### config.mk
export PLATFORM = sky130hd
export DESIGN_NAME = mem_access_unit
export DESIGN_NICKNAME = d
export VERILOG_FILES = /design/src/rtl/mem_access_pkg.sv /design/src/rtl/mem_lane_align.sv /design/src/rtl/mem_access_unit.sv
export SDC_FILE = /design/constraint.sdc
export NUM_CORES = 1
export LEC_CHECK = 0
export CORE_MARGIN = 5
export CORE_UTILIZATION = 52
export DETAILED_ROUTE_END_ITERATION = 8
export PLACE_DENSITY_LB_ADDON = 0.3
export SYNTH_ARGS = -nofsm -noshare
export SYNTH_HDL_FRONTEND = slang
export SYNTH_SLANG_ARGS = --single-unit
### constraint.sdc
create_clock -name clk -period 7 [get_ports clk]
set_clock_uncertainty 0.15 [all_clocks]
set_input_delay 1.4 -clock clk [delete_from_list [all_inputs] [get_ports clk]]
set_output_delay 1.4 -clock clk [all_outputs]
set_load 0.02 [all_outputs]
### src/rtl/mem_access_pkg.sv
// Shared constants for the memory access unit: access size codes and FSM state encoding.
package mem_access_pkg;
    localparam logic [1:0] SZ_BYTE = 2'b00;
    localparam logic [1:0] SZ_HALF = 2'b01;
    localparam logic [1:0] SZ_WORD = 2'b10;
    localparam logic [1:0] SZ_ILL  = 2'b11;

    typedef enum logic [1:0] {
        ST_IDLE = 2'd0,
        ST_RD   = 2'd1,
        ST_WR   = 2'd2,
        ST_RESP = 2'd3
    } state_t;
endpackage

### src/rtl/mem_lane_align.sv
// Big-endian lane steering: extracts/extends load data from a memory word and
// merges right-justified store data into the old word for sub-word stores.
module mem_lane_align
    import mem_access_pkg::*;
(
    input  logic [1:0]  i_offset,
    input  logic [1:0]  i_size,
    input  logic        i_unsigned,
    input  logic [31:0] i_word,
    input  logic [31:0] i_wdata,
    output logic [31:0] o_load_data,
    output logic [31:0] o_merged
);
    logic [4:0]  w_shift;
    logic [7:0]  w_byte;
    logic [15:0] w_half;

    always_comb begin
        // Offset 0 is the most significant byte, so the lane shift is (3 - offset) * 8.
        w_shift     = {~i_offset, 3'b000};
        w_byte      = i_word[w_shift +: 8];
        w_half      = i_offset[1] ? i_word[15:0] : i_word[31:16];
        o_load_data = i_word;
        o_merged    = i_wdata;
        case (i_size)
            SZ_BYTE: begin
                o_load_data              = {{24{w_byte[7] & ~i_unsigned}}, w_byte};
                o_merged                 = i_word;
                o_merged[w_shift +: 8]   = i_wdata[7:0];
            end
            SZ_HALF: begin
                o_load_data = {{16{w_half[15] & ~i_unsigned}}, w_half};
                o_merged    = i_word;
                if (i_offset[1]) begin
                    o_merged[15:0] = i_wdata[15:0];
                end else begin
                    o_merged[31:16] = i_wdata[15:0];
                end
            end
            default: begin
                o_load_data = i_word;
                o_merged    = i_wdata;
            end
        endcase
    end
endmodule

### src/rtl/mem_access_unit.sv
// Single-outstanding load/store initiator for a word-only data memory with fixed strobe latency.
// Sub-word stores run as read-modify-write; errors respond without touching memory.
module mem_access_unit
    import mem_access_pkg::*;
#(
    parameter int MEM_LATENCY = 2,
    parameter int MEM_WORDS   = 40
) (
    input  logic        clk,
    input  logic        rst,
    input  logic        req_valid,
    output logic        req_ready,
    input  logic        req_we,
    input  logic [1:0]  req_size,
    input  logic        req_unsigned,
    input  logic [31:0] req_addr,
    input  logic [31:0] req_wdata,
    output logic        resp_valid,
    output logic [31:0] resp_rdata,
    output logic        resp_err,
    output logic [31:0] mem_addr,
    output logic [31:0] mem_data_in,
    input  logic [31:0] mem_data_out,
    output logic        mem_rd,
    output logic        mem_wr,
    output state_t      o_dbg_state
);
    localparam int CW = $clog2(MEM_LATENCY + 1);
    localparam logic [CW-1:0] CNT_LAST = CW'(MEM_LATENCY - 1);

    state_t      r_state;
    logic [CW-1:0] r_cnt;
    logic        r_we;
    logic [1:0]  r_size;
    logic        r_unsigned;
    logic [1:0]  r_offset;
    logic [31:0] r_wdata;
    logic        r_ready;
    logic        r_resp_valid;
    logic        r_resp_err;
    logic [31:0] r_resp_rdata;
    logic [31:0] r_mem_addr;
    logic [31:0] r_mem_data_in;
    logic        r_mem_rd;
    logic        r_mem_wr;

    logic [31:0] w_word_idx;
    logic        w_req_ok;
    logic        w_last;
    logic [31:0] w_load_data;
    logic [31:0] w_merged;

    assign w_word_idx = {2'b00, req_addr[31:2]};
    assign w_last     = (r_cnt == CNT_LAST);

    always_comb begin
        w_req_ok = (req_size != SZ_ILL)
                && !(req_size == SZ_HALF && req_addr[0])
                && !(req_size == SZ_WORD && req_addr[1:0] != 2'b00)
                && (w_word_idx < 32'(MEM_WORDS));
    end

    mem_lane_align u_lane (
        .i_offset    (r_offset),
        .i_size      (r_size),
        .i_unsigned  (r_unsigned),
        .i_word      (mem_data_out),
        .i_wdata     (r_wdata),
        .o_load_data (w_load_data),
        .o_merged    (w_merged)
    );

    always_ff @(posedge clk) begin
        if (rst) begin
            r_state       <= ST_IDLE;
            r_cnt         <= '0;
            r_we          <= 1'b0;
            r_size        <= SZ_BYTE;
            r_unsigned    <= 1'b0;
            r_offset      <= 2'b00;
            r_wdata       <= '0;
            r_ready       <= 1'b1;
            r_resp_valid  <= 1'b0;
            r_resp_err    <= 1'b0;
            r_resp_rdata  <= '0;
            r_mem_addr    <= '0;
            r_mem_data_in <= '0;
            r_mem_rd      <= 1'b0;
            r_mem_wr      <= 1'b0;
        end else begin
            case (r_state)
                ST_IDLE: begin
                    if (req_valid) begin
                        r_we       <= req_we;
                        r_size     <= req_size;
                        r_unsigned <= req_unsigned;
                        r_offset   <= req_addr[1:0];
                        r_wdata    <= req_wdata;
                        r_ready    <= 1'b0;
                        r_cnt      <= '0;
                        if (!w_req_ok) begin
                            r_state      <= ST_RESP;
                            r_resp_valid <= 1'b1;
                            r_resp_err   <= 1'b1;
                            r_resp_rdata <= '0;
                        end else if (req_we && req_size == SZ_WORD) begin
                            r_state       <= ST_WR;
                            r_mem_wr      <= 1'b1;
                            r_mem_addr    <= w_word_idx;
                            r_mem_data_in <= req_wdata;
                        end else begin
                            r_state    <= ST_RD;
                            r_mem_rd   <= 1'b1;
                            r_mem_addr <= w_word_idx;
                        end
                    end
                end
                ST_RD: begin
                    if (w_last) begin
                        r_cnt    <= '0;
                        r_mem_rd <= 1'b0;
                        // Sub-word store: hand the merged word straight to the write phase.
                        if (r_we) begin
                            r_state       <= ST_WR;
                            r_mem_wr      <= 1'b1;
                            r_mem_data_in <= w_merged;
                        end else begin
                            r_state      <= ST_RESP;
                            r_resp_valid <= 1'b1;
                            r_resp_err   <= 1'b0;
                            r_resp_rdata <= w_load_data;
                        end
                    end else begin
                        r_cnt <= r_cnt + 1'b1;
                    end
                end
                ST_WR: begin
                    if (w_last) begin
                        r_cnt        <= '0;
                        r_mem_wr     <= 1'b0;
                        r_state      <= ST_RESP;
                        r_resp_valid <= 1'b1;
                        r_resp_err   <= 1'b0;
                        r_resp_rdata <= '0;
                    end else begin
                        r_cnt <= r_cnt + 1'b1;
                    end
                end
                ST_RESP: begin
                    r_state      <= ST_IDLE;
                    r_ready      <= 1'b1;
                    r_resp_valid <= 1'b0;
                    r_resp_err   <= 1'b0;
                    r_resp_rdata <= '0;
                end
                default: begin
                    r_state  <= ST_IDLE;
                    r_ready  <= 1'b1;
                    r_mem_rd <= 1'b0;
                    r_mem_wr <= 1'b0;
                end
            endcase
        end
    end

    assign req_ready   = r_ready;
    assign resp_valid  = r_resp_valid;
    assign resp_err    = r_resp_err;
    assign resp_rdata  = r_resp_rdata;
    assign mem_addr    = r_mem_addr;
    assign mem_data_in = r_mem_data_in;
    assign mem_rd      = r_mem_rd;
    assign mem_wr      = r_mem_wr;
    assign o_dbg_state = r_state;
endmodule

# After elaboration in Yosys (flattened, before gate mapping)
# Index checks and enable logic that the tools add are counted.
[word_totals]
output_inout_bits = 103
inputBits = 103
regBits = 141
elab_cells = 117
[classes]
shifts = 3
n_reduce_logical = 25
add_sub_neg = 2
n_lt_le_gt_ge = 1
eq_ne = 17
n_mux = 50
n_bitwise = 4
[ops]
columns = ["op", "n"]
rows = [
  ["$mux 32", 10],
  ["$pmux 32 s2", 3],
  ["$pmux 32 s4", 1],
  ["$mux 16", 3],
  ["$bwmux 32", 1],
  ["$shift 8x7->32 const A", 1],
  ["$shiftx 32x6->8", 1],
  ["$shiftx 8x7->32", 1],
  ["$lt 30x6->1 const B", 1],
  ["$ne 2x2->1 const B", 10],
  ["$mux 1", 18],
  ["$mux 2", 7],
  ["$reduce_and 5->1", 2],
  ["$eq 2x1->1 const B", 4],
  ["$pmux 1 s4", 2],
  ["$pmux 2 s4", 1],
  ["$reduce_bool 2->1", 4],
  ["$neg 5->7", 1],
  ["$reduce_and 7->1", 1],
  ["$eq 2x2->1 const B", 3],
  ["$logic_and 1x1->1", 6],
  ["$reduce_and 2->1", 3],
  ["$reduce_and 3->1", 2],
  ["$reduce_and 6->1", 1],
  ["11 further kinds", 15],
]

# Depth between registers and ports, before layout
[logic_depth]
word_depth = 9
depth_mapped = 11
depth_no_buf = 7

# Cells and area by module
# Synthesis repeated with hierarchy kept, for this count alone.
[unflattened]
hier_cells = 803
hier_area_um2 = 7020.5
[by_module_without_submodules]
columns = ["module", "n_inst", "seq_area_each_um2", "cells_each", "area_each_um2"]
rows = [
  ["mem_access_unit", 1, 2822.7, 544, 5157.4],
  ["mem_lane_align", 1, 0.0, 259, 1863.0],
]

# Worst setup path before layout
# OpenSTA, ideal clock, no wires.
[synth_timing]
kind = "input port to flip-flop"
startpoint = "input req_addr[21]"
endpoint = "register r_mem_addr[10], in the netlist mem_addr[10]"
n_path_buf = 1
arrival_ns = 2.824
path_stages = 6
setup_time_ns = 0.113
slack_ns = 3.913
required_ns = 6.737
cell_sequence = "nor4_2 -> nand3_2 -> nor4_4 -> nor2_4 -> buf_6 -> and2_4"
[synth_via]
elab_chain_len = 3
[synth_rtl]
columns = ["item", "line", "source"]
rows = [
  ["from (decl)", "mem_access_unit.sv:16", "input logic [31:0] req_addr,"],
  ["$lt 30x6->1", "mem_access_unit.sv:60", "&& (w_word_idx < 32'(MEM_WORDS));"],
  ["$logic_and 1x1->1", "mem_access_unit.sv:60", ""],
  ["$reduce_and 3->1 (no source line)", "-", ""],
  ["to (signal assigned)", "mem_access_unit.sv:109", "r_mem_addr <= w_word_idx;"],
  ["to (signal assigned)", "mem_access_unit.sv:114", "r_mem_addr <= w_word_idx;"],
  ["to (decl)", "mem_access_unit.sv:42", "logic [31:0] r_mem_addr;"],
]
# Every way passes these cells.
# A chain may end at the register's enable or synchronous reset.

# Worst setup path after layout
[layout_timing]
startpoint = "input req_valid"
endpoint = "register r_mem_addr[6], in the netlist mem_addr[6]"
[layout_via]
elab_chain_len = 1
[layout_rtl]
columns = ["item", "line", "source"]
rows = [
  ["from (decl)", "mem_access_unit.sv:11", "input logic req_valid,"],
  ["$reduce_and 3->1 (no source line)", "-", ""],
]
# Every way passes these cells.

==> impl_metrics.json <==
{
  "drive_gt1_share_pct": 8.62,
  "initial_core_util_pct": 53.4,
  "clock-root-buffer": "clkbuf_16",
  "netlist_area_mm2": 0.00713,
  "fill_cells": 1057,
  "p_sw_share_pct": 35.6,
  "design.die.area_mm2": 0.0161,
  "leakage_nw": 3.76,
  "endpoint": "mem_addr[6]",
  "seq_area_frac_synth_pct": 39.6,
  "maxCapViolations": 0,
  "yosysWarningCount": 0,
  "multiInputGateArea_mm2": 0.00400,
  "slew_headroom_pct": 30.7,
  "period_share_pct": 51.1,
  "grt_pass1_wl_um": 34300,
  "ant_nets": 0,
  "via_count": 6945,
  "n_antenna_cell": 0,
  "dr.pass1.iters": 6,
  "ys_ff_latch": 141,
  "portBuffers": 203,
  "grt_max_degree": 73,
  "worstSetupStartpoint": "req_valid",
  "cts_made_buffers": 17,
  "pin_count": 206,
  "critPathRequiredTime_ps": 7160,
  "ir_drop_mv": 0.295,
  "arrival_ps": 3740,
  "first_global_vias": 6603,
  "seqPwrFrac_pct": 33.5,
  "cts_resized": 0,
  "final_cell_mix": "nand2_1, clkdlybuf4s50_1, dfxtp_1",
  "avgSynthCellArea_um2": 8.35,
  "routed_wl_um": 21900,
  "wl_per_cell_um": 18.1,
  "post_cts_buffers": 0,
  "hold_buffers": 0,
  "r2r-end": "mem_data_in[18]",
  "synth-edff-count": 0,
  "fp.dieH_um": 127,
  "cts.path.max_buffers": 2,
  "cp-end-kind": "flip-flop",
  "cts_max_level": 4,
  "clkPwrFrac_pct": 31.9,
  "synth_ff_type": "dfxtp_1",
  "grt.total_usage_pct": 26.4,
  "syn_inst": 854,
  "drc_errors": 0,
  "final_common_cell": "nand2_1",
  "p_int_mw": 1.85,
  "p_total_mw": 2.87,
  "clkSinkCount": 141,
  "p_per_area_mw_per_mm2": 294,
  "status": "completed",
  "worst_hold_path_type": "reg2reg",
  "setup_viol_count_final": 0,
  "finalSetupTns_ps": 0,
  "clk_latency_ps": 420,
  "layout.core_utilization_pct": 73.3,
  "first_iter_violations": 716,
  "rows": 42,
  "start_kind": "primary input",
  "comb_power_share_pct": 34.6,
  "coreArea_mm2": 0.0133,
  "synthArstFlopShare_pct": 0,
  "fmax_ghz": 0.279,
  "crit_type": "in2reg",
  "setup_slack_ps": 3420,
  "reg2regPathDepth": 5,
  "die_w_um": 127,
  "worst_pin_slew_ps": 1030,
  "avgViaCountPerCell": 5.74,
  "routabilityCongestion": 0.895,
  "syn2layout_area_growth_pct": 37.2,
  "hold_violations": 0,
  "cts_tree": "yes",
  "cp_max_fo": 39,
  "path_clk_slew_ps": 60,
  "nets": 1133,
  "switching_power_mw": 1.02,
  "rsz0062_at_grt": "no",
  "register_area_mm2": 0.00282,
  "r2r-start": "r_size[0]",
  "min_period_ps": 3580,
  "maxSlewViolCount": 0,
  "grt_remaining_overflow": 0,
  "ys_types": 60,
  "dp_hpwl_um": 15500,
  "post-place-ws_ps": 3010,
  "antenna_found_initial": 0,
  "ff2ff_setup_slack_ps": 3870
}
==> power groups by stage <==
stage	registers [mW]	clock network [mW]	logic (mW)
detailed placement	0.977	0	0.970
global placement	0.975	0	0.957
global route	0.974	0.961	1.07
CTS	0.961	0.926	0.982
finish	0.964	0.916	0.994
floorplan	1.01	0	0.639
==> Yosys cell counts, types with 8 or more instances <==
library cell | number | share of area [%]
nand2_1 | 233 | 12
dfxtp_1 | 141 | 40
mux2i_1 | 64 | 9.0
a21oi_1 | 43 | 3.0
nor2_1 | 40 | 2.1
clkbuf_1 | 38 | 2.0
o211ai_1 | 31 | 3.3
and2_4 | 20 | 2.5
a21o_1 | 18 | 1.9
nor2b_1 | 18 | 1.6
nand3_1 | 17 | 1.2
buf_1 | 12 | 0.63
nand2b_1 | 11 | 0.97
nor3_1 | 11 | 0.77
mux2_1 | 10 | 1.6
a221oi_1 | 9 | 1.1
a32o_1 | 9 | 1.3
buf_2 | 9 | 0.63
ha_1 | 9 | 1.6
inv_1 | 9 | 0.47
o221ai_1 | 9 | 1.1
a311o_1 | 8 | 1.1
mux2_2 | 8 | 1.3
nand4_1 | 8 | 0.70
==> routing by layer <==
metal	vias up	track usage [%]	wire, um
li1	3316	-	-
met1	3238	33.4	8810
met2	330	43.5	10700
met3	61	5.97	1640
met4	0	11.0	710
met5	-	0	0
==> critical path: stages <==
cell and delay [ps]:
clkdlybuf4s50_1 620, and2_1 180, buf_4 390, o21ai_2 140, nor4_4 540, nor2_4 230
and2_1 240
==> layout make-up <==
| class | count | share of cell area, % |
|---|---|---|
| Clock buffer | 18 | 4.39 |
| Clock inverter | 13 | 1.71 |
| Inverter | 10 | 0.384 |
| Multi-Input combinational cell | 638 | 40.9 |
| Sequential cell | 141 | 28.9 |
| Tap cell | 176 | 2.25 |
| Timing Repair Buffer | 213 | 21.5 |
==> metrics by stage <==
stage / hold WS, ps / cells / instance area (um2)
detailed placement: 296 / 1178 / 9180
floorplan: 286 / 855 / 7130
global placement: 292 / 1178 / 9180
finish: 304 / 1209 / 9780
CTS: 305 / 1209 / 9780
global route: 322 / 1209 / 9780
==> registers in the layout (all words and copies together), names as in the netlist, 2 cells and up <==
| name | count |
|---|---|
| resp_rdata | 32 |
| r_size | 2 |
| r_wdata | 32 |
| mem_data_in | 32 |
| r_offset | 2 |
| o_dbg_state | 2 |
| r_cnt | 2 |
| mem_addr | 30 |
==> worst min-delay path by stage <==
stage / start / endpoint / slack [ps] / depth (start not counted)
floorplan: r_cnt[1] / r_cnt[1] / 290 / 1
global placement: r_wdata[30] / r_wdata[30] / 290 / 2
detailed placement: resp_rdata[28] / resp_rdata[28] / 300 / 2
CTS: r_wdata[20] / r_wdata[20] / 310 / 2
global route: r_wdata[25] / r_wdata[25] / 320 / 2
finish: r_wdata[20] / r_wdata[20] / 300 / 2
==> logic make-up after synthesis <==
family / share of synthesized area, %
other: 0.0526
AND/OR/NAND/NOR: 25.6
multiplexers: 12.1
adder cells (fa/ha/maj): 1.58
XOR/XNOR: 0.123
buffers and inverters: 4.63
AO/OA/AOI/OAI: 16.3
flip-flops: 39.6
Note: power is estimated with default switching activity, not from simulation.
